### config.mk
export PLATFORM = sky130hd
export DESIGN_NAME = ysyx_22051013_ifu
export DESIGN_NICKNAME = d
export VERILOG_FILES = /design/src/rtl/ysyx_22051013_pkg.sv /design/src/rtl/ysyx_22051013_bpu_static.sv /design/src/rtl/ysyx_22051013_ifu.sv
export SDC_FILE = /design/constraint.sdc
export NUM_CORES = 1
export LEC_CHECK = 0
export BUFFER_PORTS_ARGS = -buffer_cell sky130_fd_sc_hd__buf_2
export CAP_MARGIN = 10
export CELL_PAD_IN_SITES_DETAIL_PLACEMENT = 1
export CELL_PAD_IN_SITES_GLOBAL_PLACEMENT = 1
export CORE_UTILIZATION = 42
export CTS_CLUSTER_DIAMETER = 30
export CTS_CLUSTER_SIZE = 8
export DETAILED_ROUTE_END_ITERATION = 12
export PLACE_DENSITY_LB_ADDON = 0.3
export SLEW_MARGIN = 20
export SYNTH_ARGS = -nofsm -noshare
export SYNTH_HDL_FRONTEND = slang
export SYNTH_SLANG_ARGS = --single-unit
### constraint.sdc
create_clock -name clk -period 10 [get_ports clk]
set_input_delay 1.5 -clock clk [delete_from_list [all_inputs] [get_ports clk]]
set_output_delay 1.5 -clock clk [all_outputs]
set_load 0.02 [all_outputs]
### src/rtl/ysyx_22051013_pkg.sv
// Shared constants and FSM encoding for the instruction fetch unit.
// Holds widths, opcodes, the default reset PC and the fetch FSM states.
package ysyx_22051013_pkg;

  localparam int PC_W   = 64;
  localparam int INST_W = 32;

  localparam logic [PC_W-1:0] DEF_RESET_PC = 64'h8000_0000;

  localparam logic [6:0] OP_JAL    = 7'b1101111;
  localparam logic [6:0] OP_BRANCH = 7'b1100011;

  typedef enum logic [1:0] {
    S_REQ   = 2'd0,
    S_WAIT  = 2'd1,
    S_READY = 2'd2
  } ifu_state_e;

endpackage

### src/rtl/ysyx_22051013_bpu_static.sv
// Static branch predictor: JAL and backward branches are taken.
// Ports: inst/pc in; taken and 64-bit wrapping target out (else pc+4).
module ysyx_22051013_bpu_static
  import ysyx_22051013_pkg::*;
(
  input  logic [INST_W-1:0] inst,
  input  logic [PC_W-1:0]   pc,
  output logic              taken,
  output logic [PC_W-1:0]   target
);

  logic [6:0]      opcode;
  logic [PC_W-1:0] j_imm;
  logic [PC_W-1:0] b_imm;

  assign opcode = inst[6:0];

  assign j_imm = {{44{inst[31]}}, inst[19:12],
                  inst[20], inst[30:21], 1'b0};

  assign b_imm = {{52{inst[31]}}, inst[7],
                  inst[30:25], inst[11:8], 1'b0};

  always_comb begin
    taken  = 1'b0;
    target = pc + 64'd4;
    unique case (1'b1)
      (opcode == OP_JAL): begin
        taken  = 1'b1;
        target = pc + j_imm;
      end
      // sign bit of the B-immediate marks a backward branch
      (opcode == OP_BRANCH) && inst[31]: begin
        taken  = 1'b1;
        target = pc + b_imm;
      end
      default: ;
    endcase
  end

endmodule

### src/rtl/ysyx_22051013_ifu.sv
// Instruction fetch unit: PC owner, single-outstanding imem fetch FSM.
// Ports: imem req/gnt/rvalid, redirect in, IF/ID outputs + busy hold.
module ysyx_22051013_ifu
  import ysyx_22051013_pkg::*;
#(
  parameter logic [63:0] RESET_PC = DEF_RESET_PC
) (
  input  logic              clk,
  input  logic              rst,
  input  logic              redirect_valid,
  input  logic [PC_W-1:0]   redirect_pc,
  input  logic              id_stall,
  output logic              imem_req,
  output logic [PC_W-1:0]   imem_addr,
  input  logic              imem_gnt,
  input  logic              imem_rvalid,
  input  logic [INST_W-1:0] imem_rdata,
  output logic [INST_W-1:0] if_inst,
  output logic [PC_W-1:0]   if_pc,
  output logic              bpu_jump,
  output logic              if_busy
);

  ifu_state_e      state_q, state_d;
  logic [PC_W-1:0] pc_q, pc_d;
  logic [PC_W-1:0] npc_q;
  logic            drop_q, drop_d;
  logic            cap;
  logic            clr_jump;
  logic            pred_taken;
  logic [PC_W-1:0] pred_target;

  // predict on the word being captured; target kept for consumption
  ysyx_22051013_bpu_static u_bpu (
    .inst   (imem_rdata),
    .pc     (pc_q),
    .taken  (pred_taken),
    .target (pred_target)
  );

  assign imem_req  = (state_q == S_REQ);
  assign imem_addr = pc_q;
  assign if_busy   = (state_q != S_READY);

  always_comb begin
    state_d  = state_q;
    pc_d     = pc_q;
    drop_d   = drop_q;
    cap      = 1'b0;
    clr_jump = 1'b0;
    unique case (state_q)
      S_REQ: begin
        if (redirect_valid) begin
          pc_d = redirect_pc;
          if (imem_gnt) begin
            drop_d  = 1'b1;
            state_d = S_WAIT;
          end
        end else if (imem_gnt) begin
          state_d = S_WAIT;
        end
      end
      S_WAIT: begin
        if (redirect_valid) begin
          pc_d = redirect_pc;
          // a response in this same cycle is the stale one
          if (imem_rvalid) begin
            drop_d  = 1'b0;
            state_d = S_REQ;
          end else begin
            drop_d = 1'b1;
          end
        end else if (imem_rvalid) begin
          drop_d = 1'b0;
          if (drop_q) begin
            state_d = S_REQ;
          end else begin
            cap     = 1'b1;
            state_d = S_READY;
          end
        end
      end
      S_READY: begin
        if (redirect_valid) begin
          pc_d     = redirect_pc;
          clr_jump = 1'b1;
          state_d  = S_REQ;
        end else if (!id_stall) begin
          pc_d    = npc_q;
          state_d = S_REQ;
        end
      end
      default: begin
        state_d = S_REQ;
      end
    endcase
  end

  always_ff @(posedge clk or posedge rst) begin
    if (rst) begin
      state_q  <= S_REQ;
      pc_q     <= RESET_PC;
      drop_q   <= 1'b0;
      npc_q    <= '0;
      if_inst  <= '0;
      if_pc    <= '0;
      bpu_jump <= 1'b0;
    end else begin
      state_q <= state_d;
      pc_q    <= pc_d;
      drop_q  <= drop_d;
      if (cap) begin
        if_inst  <= imem_rdata;
        if_pc    <= pc_q;
        bpu_jump <= pred_taken;
        npc_q    <= pred_target;
      end else if (clr_jump) begin
        bpu_jump <= 1'b0;
      end
    end
  end

endmodule

==> impl_metrics.json, run 1 <==
{
  "fin_skew_ns": 0.0204,
  "cts_resized": 0,
  "finalCritPeriodShare": 0.569,
  "place.gp.congestion": 0.878,
  "vias_per_cell": 5.56,
  "areaGrowthSynthToFinish_pct": 24.6,
  "yosysTopAreaCell": "dfrtp_1",
  "wire_per_inst_um": 19.4,
  "start_kind": "input port",
  "num_rows": 67,
  "postRouteAntennaNets": 0,
  "synth.cell_area_mm2": 0.0145,
  "fin_hold_ws_ns": 0.465,
  "initial_core_util": 0.429,
  "nNetsFinal": 2175,
  "multi_input_area_mm2": 0.00826,
  "reg2reg_slack_ns": 6.19,
  "reg2reg_from": "imem_addr[1]$_DFFE_PP0P_",
  "synth_fa_ha_area_frac": 0.0557,
  "hold_path_startpoint": "if_pc[38]$_DFFE_PP0P_",
  "grt_first_pass_wirelength_um": 78600,
  "cts_buffer_depth": 3,
  "drv_cap": 0,
  "final.setup.tns_ns": 0,
  "drive_gt1_frac": 0.194,
  "drc_errors": 0,
  "path_clk_slew_ns": 0.04,
  "fill_cells": 4079,
  "portBuffers": 264,
  "cp-end-kind": "register",
  "finalMaxSlewViolations": 0,
  "drt_iter0_drc": 674,
  "antenna_found_initial": 1,
  "ys.flop_type": "dfrtp_1",
  "rsz0062_at_grt": "no",
  "dieArea_mm2": 0.0353,
  "overflow": 0,
  "synthArstFlopShare": 1.00,
  "ys_ff_latch": 227,
  "post_synth_and_or_nand_nor_area_fraction": 0.226,
  "synth_top_area_share": 0.390,
  "synth_warnings": 0,
  "cts_tree": "built",
  "synthDistinctLibCells": 75,
  "seqCellArea_mm2": 0.00568,
  "status": "completed",
  "cts_hold_buffers": 0,
  "htree_levels": 2,
  "cp.required_ns": 10.46,
  "yosysSeqAreaShare": 0.392,
  "r2r_cells": 12,
  "grt_pass1_vias": 14936,
  "dr_total_vias": 13923,
  "grt_max_degree": 129,
  "cts_made_buffers": 57,
  "syn_nets": 1943,
  "synth_xor_xnor_area_share": 0.0658,
  "fmax_ghz": 0.176,
  "synth-compound-area-share": 0.170,
  "powerDensity_mw_per_mm2": 271,
  "dr.pass1.iters": 5,
  "dp_slack_ns": 3.86,
  "hold_path.class": "reg2reg",
  "p_leak_nw": 8.64,
  "r2r_end": "npc_q[39]$_DFFE_PP0P_",
  "synthCells": 1777,
  "die_h_um": 188,
  "netlist_top_cells_area": "dfrtp_1 (39%), nand2_1 (13%), o21ai_0 (5.8%), ha_1 (5.4%), mux2i_1 (4.6%)",
  "wirelength_um": 48500,
  "setup_violations": 0,
  "coreArea_mm2": 0.0338,
  "period_needed_ns": 5.69,
  "cts_setup_buffers": 0,
  "arrival_ns": 6.15,
  "cts_num_sinks": 227,
  "min_to": "if_pc[38]$_DFFE_PP0P_",
  "muxShareOfSynthArea": 0.0494,
  "relSlewSlack": 0.369,
  "clkLatencyLatePin_ns": 0.57,
  "worst_slack_ns": 4.31,
  "io_pins": 265,
  "tightest_slew_ns": 0.947,
  "synth_area_per_cell_um2": 8.16,
  "fp.dieW_um": 188,
  "finalHoldViolations": 0,
  "crit_type": "in2reg",
  "vdd_drop_max_mv": 0.162,
  "synth_top_family_by_area": "simple AND/OR/NAND/NOR gates",
  "dp_hpwl_um": 33200,
  "gr-usage-all-layers": 0.274,
  "synth_edf_count": 0,
  "critPathMaxFanout": 20,
  "clockRootBuffer": "clkbuf_16",
  "min_path_cells": 2
}
worst max-delay path, stage by stage:
cell and delay [ns]:
buf_2 0.41, nand2_1 0.23, or2_2 0.46, mux2_2 0.31, ha_1 0.22, fa_1 0.41
a21oi_1 0.19, nand4b_1 0.17, a21oi_1 0.12, o31a_1 0.28, o21ai_0 0.67, o31ai_1 0.27
a21boi_0 0.33, xnor2_1 0.20, a21oi_1 0.12, o21ai_0 0.22
cells in the final DEF, fill, tap and decap left out, drive strengths merged, types with 6 or more instances in the layout:
cell	synthesis	routed
o211ai	6	6
o21bai	16	16
nand2	497	497
nand4	32	32
xor2	49	49
nand2b	14	14
inv	23	24
a21o	29	29
nor2b	11	11
a211oi	9	9
clkinv	0	12
dfrtp	226	226
nor4	6	6
buf	21	277
or3	10	10
o21ai	174	174
and3	15	15
mux2i	66	66
nand3	33	33
and4	8	8
and2	12	12
clkbuf	78	78
a21oi	132	132
nor3	19	19
a31oi	9	9
xnor2	60	60
nor2	94	94
ha	63	63
bufinv	0	10
state kept, by name, indices dropped and copies added (netlist names):
name	count
bpu_jump	1
drop_q	1
imem_addr	64
if_pc	64
if_inst	32
state_q	2
npc_q	63
logic make-up (layout without fill, tap and decap cells):
family | count (synthesis) | after routing
flip-flops | 227 | 227
multiplexers | 71 | 71
XOR/XNOR | 109 | 109
buffers and inverters | 127 | 405
adder cells (fa/ha/maj) | 64 | 64
AND/OR/NAND/NOR | 757 | 757
other | 0 | 1
AO/OA/AOI/OAI | 422 | 422
synthesized netlist by cell type (all sizes together) (4+ instances only):
library cell	count
o211ai	6
ha	63
xor2	49
a21oi	132
nand3	33
clkdlybuf4s15	4
and3	15
o21ai	174
clkbuf	78
nand2	497
nor3	19
nor2b	11
and4	8
mux2	5
nand4	32
or3	10
buf	21
nor2	94
dfrtp	226
xnor2	60
nor4	6
a211oi	9
a31oi	9
a21o	29
and2	12
o21bai	16
o221ai	5
nand2b	14
o21a	5
o22ai	4
mux2i	66
o31ai	4
inv	23
how the worst max path moves through the flow:
stage | start | endpoint | slack, ns | cells past startpoint
finish | imem_rdata[31] | npc_q[39]$_DFFE_PP0P_ | 4.31 | 16
global route | imem_rdata[31] | npc_q[39]$_DFFE_PP0P_ | 4.14 | 16
CTS | imem_rdata[31] | npc_q[39]$_DFFE_PP0P_ | 4.36 | 16
detailed placement | imem_rdata[31] | npc_q[55]$_DFFE_PP0P_ | 3.86 | 16
global placement | imem_rdata[31] | npc_q[59]$_DFFE_PP0P_ | 3.95 | 16
floorplan | rst | bpu_jump$_DFFE_PP0P_ | 2.28 | 1
metrics by stage:
| stage | power (mW) | cell area, µm² | instances | util |
|---|---|---|---|---|
| finish | 4.90 | 18100 | 2504 | 0.535 |
| global route | 5.16 | 18100 | 2504 | 0.535 |
| CTS | 4.94 | 18100 | 2503 | 0.535 |
| detailed placement | 2.95 | 16000 | 2398 | 0.474 |
| global placement | 2.88 | 16000 | 2397 | 0.474 |
| floorplan | 2.44 | 14500 | 1777 | - |
routing by layer:
metal	vias up	GRT usage	routed length (µm)
met1	6906	0.337	20800
met3	96	0.0378	1860
met2	340	0.485	24400
li1	6581	-	-
met4	0	0.102	1440
met5	-	0	0
cell type report:
class | instances | share of cell area
antenna | 1 | 0.000138
clock buffer | 78 | 0.0895
clock inverter | 27 | 0.0231
inverter | 23 | 0.00519
multi-input combinational | 1423 | 0.457
sequential | 227 | 0.314
tap | 448 | 0.0310
timing repair buffer | 277 | 0.0791
power breakdown:
part	switching, mW	internal [mW]
registers	0.265	1.25
clock network	0.566	1.38
logic	0.930	0.515
No activity file was read; power rests on OpenSTA's default activity.
==> inputs of run 2 (changes only) <==
==> constraint.sdc (replaced) <==
create_clock -name clk -period 5.7 [get_ports clk]
set_input_delay 0.855 -clock clk [delete_from_list [all_inputs] [get_ports clk]]
set_output_delay 0.855 -clock clk [all_outputs]
set_load 0.02 [all_outputs]
==> impl_metrics.json, run 2 (same netlist as run 1, synthesis figures left out) <==
{
  "nNetsFinal": 2176,
  "wirelength_um": 48700,
  "postRouteAntennaNets": 0,
  "swShare": 0.370,
  "p_clk_frac": 0.393,
  "combPwrFrac": 0.297,
  "grt_first_pass_wirelength_um": 79200,
  "htree_levels": 2,
  "drc_errors": 0,
  "grt_busiest_layer": "met2",
  "final.setup.tns_ns": 0,
  "dr_total_vias": 13933,
  "grtUsageMet3": 0.0412,
  "cts_made_buffers": 57,
  "cts_tree": "built",
  "finalCritPeriodShare": 0.783,
  "p_int_mw": 5.40,
  "cts_buffer_depth": 3,
  "drive_gt1_frac": 0.198,
  "cts_setup_buffers": 0,
  "p_leak_nw": 8.65,
  "fp.dieW_um": 188,
  "powerDensity_mw_per_mm2": 474,
  "hold_path.class": "in2async",
  "io_pins": 265,
  "drv_cap": 0,
  "grt_util_met1": 0.341,
  "dieArea_mm2": 0.0353,
  "fmax_ghz": 0.224,
  "finalMaxSlewViolations": 0,
  "placedCellCount": 2398,
  "period_needed_ns": 4.46,
  "tightest_slew_ns": 1.04,
  "gr-usage-all-layers": 0.276,
  "relSlewSlack": 0.307,
  "arrival_ns": 4.92,
  "fin_skew_ns": 0.0241,
  "vias_per_cell": 5.56,
  "final_cell_mix": "nand2_1 (496), buf_2 (264), dfrtp_1 (226)",
  "initial_core_util": 0.429,
  "fin_hold_ws_ns": 0.242,
  "portBuffers": 264,
  "die_h_um": 188,
  "r2r_cells": 11,
  "dr.pass1.iters": 7,
  "num_rows": 67,
  "cts_num_sinks": 227,
  "cp-end-kind": "register",
  "dp_hpwl_um": 33400,
  "areaGrowthSynthToFinish_pct": 24.8,
  "antenna_found_initial": 1,
  "seqPwrFrac": 0.310,
  "grt_use_met2": 0.490,
  "critPathMaxFanout": 13,
  "grt_max_degree": 129,
  "start_kind": "input port",
  "cts_resized": 0,
  "cp.required_ns": 6.16,
  "crit_type": "in2reg",
  "rsz0062_at_grt": "no",
  "drt_iter0_drc": 736,
  "finalHoldViolations": 0,
  "fin_util": 0.536,
  "switchingPower_mw": 3.18,
  "place.gp.congestion": 0.915,
  "stdcell_count": 2507,
  "path_clk_slew_ns": 0.05,
  "wire_per_inst_um": 19.4,
  "coreArea_mm2": 0.0338,
  "clockRootBuffer": "clkbuf_16",
  "total_power_mw": 8.58,
  "cts_hold_buffers": 0,
  "fill_cells": 4080,
  "clkLatencyLatePin_ns": 0.59,
  "grt_pass1_vias": 14976,
  "status": "completed",
  "overflow": 0,
  "final_common_cell": "nand2_1",
  "vdd_drop_max_mv": 0.245,
  "setup_violations": 0
}
==> run 2: worst paths after layout <==
kind                                          start                      end  slack, ns
setup / recovery                      imem_rdata[4]    npc_q[56]$_DFFE_PP0P_       1.24
hold / removal                                  rst  if_inst[25]$_DFFE_PP0P_       0.24
setup reg to reg           imem_addr[2]$_DFFE_PP0P_    npc_q[56]$_DFFE_PP0P_       2.08
hold reg to reg               if_pc[16]$_DFFE_PP0P_    if_pc[16]$_DFFE_PP0P_       0.46
max in group asynchronous                       rst    npc_q[25]$_DFFE_PP0P_       3.94
min in group clk              if_pc[16]$_DFFE_PP0P_    if_pc[16]$_DFFE_PP0P_       0.46
==> run 2: cell type report <==
type	instances	area (µm²)	area share
multi-input cells	1423	8260	0.457
flip-flops and latches	227	5680	0.314
clock buffers	74	1600	0.0884
repair buffers	278	1470	0.0811
well taps	448	561	0.0310
clock inverters	33	430	0.0238
inverters	23	90.1	0.00498
diodes	1	2.50	0.000138
==> run 2: worst max-delay path, stage by stage <==
cell,delay (ns)
buf_2,0.11
nor2b_1,0.10
nand4_1,0.24
or2_2,0.50
mux2_2,0.34
ha_1,0.30
a211oi_1,0.37
o21bai_1,0.21
o211ai_1,0.34
a211oi_2,0.16
o31ai_2,0.49
nor4_4,0.13
o221ai_2,0.21
nand2_1,0.10
xor2_1,0.15
a221o_1,0.32
==> run 2: per-layer routing <==
layer | routed length, µm | vias to the layer above
met5 | 0 | -
met4 | 1280 | 0
met3 | 1670 | 89
met2 | 24700 | 315
met1 | 21000 | 6925
li1 | - | 6604
==> run 2: per-stage QoR <==
stage	setup WS (ns)	area, µm²
global route	1.03	18100
floorplan	1.37	14500
CTS	1.26	18100
finish	1.24	18100
global placement	0.851	16000
detailed placement	0.736	16000
==> run 2: power by group through the flow <==
| stage | clock network [mW] | registers (mW) | logic [mW] |
|---|---|---|---|
| 2_1_floorplan | 0 | 3.00 | 1.28 |
| 3_3_place_gp | 0 | 2.64 | 2.43 |
| 3_5_place_dp | 0 | 2.66 | 2.52 |
| 4_1_cts | 3.41 | 2.66 | 2.57 |
| 5_1_grt | 3.50 | 2.73 | 2.80 |
| 6_report | 3.37 | 2.66 | 2.55 |
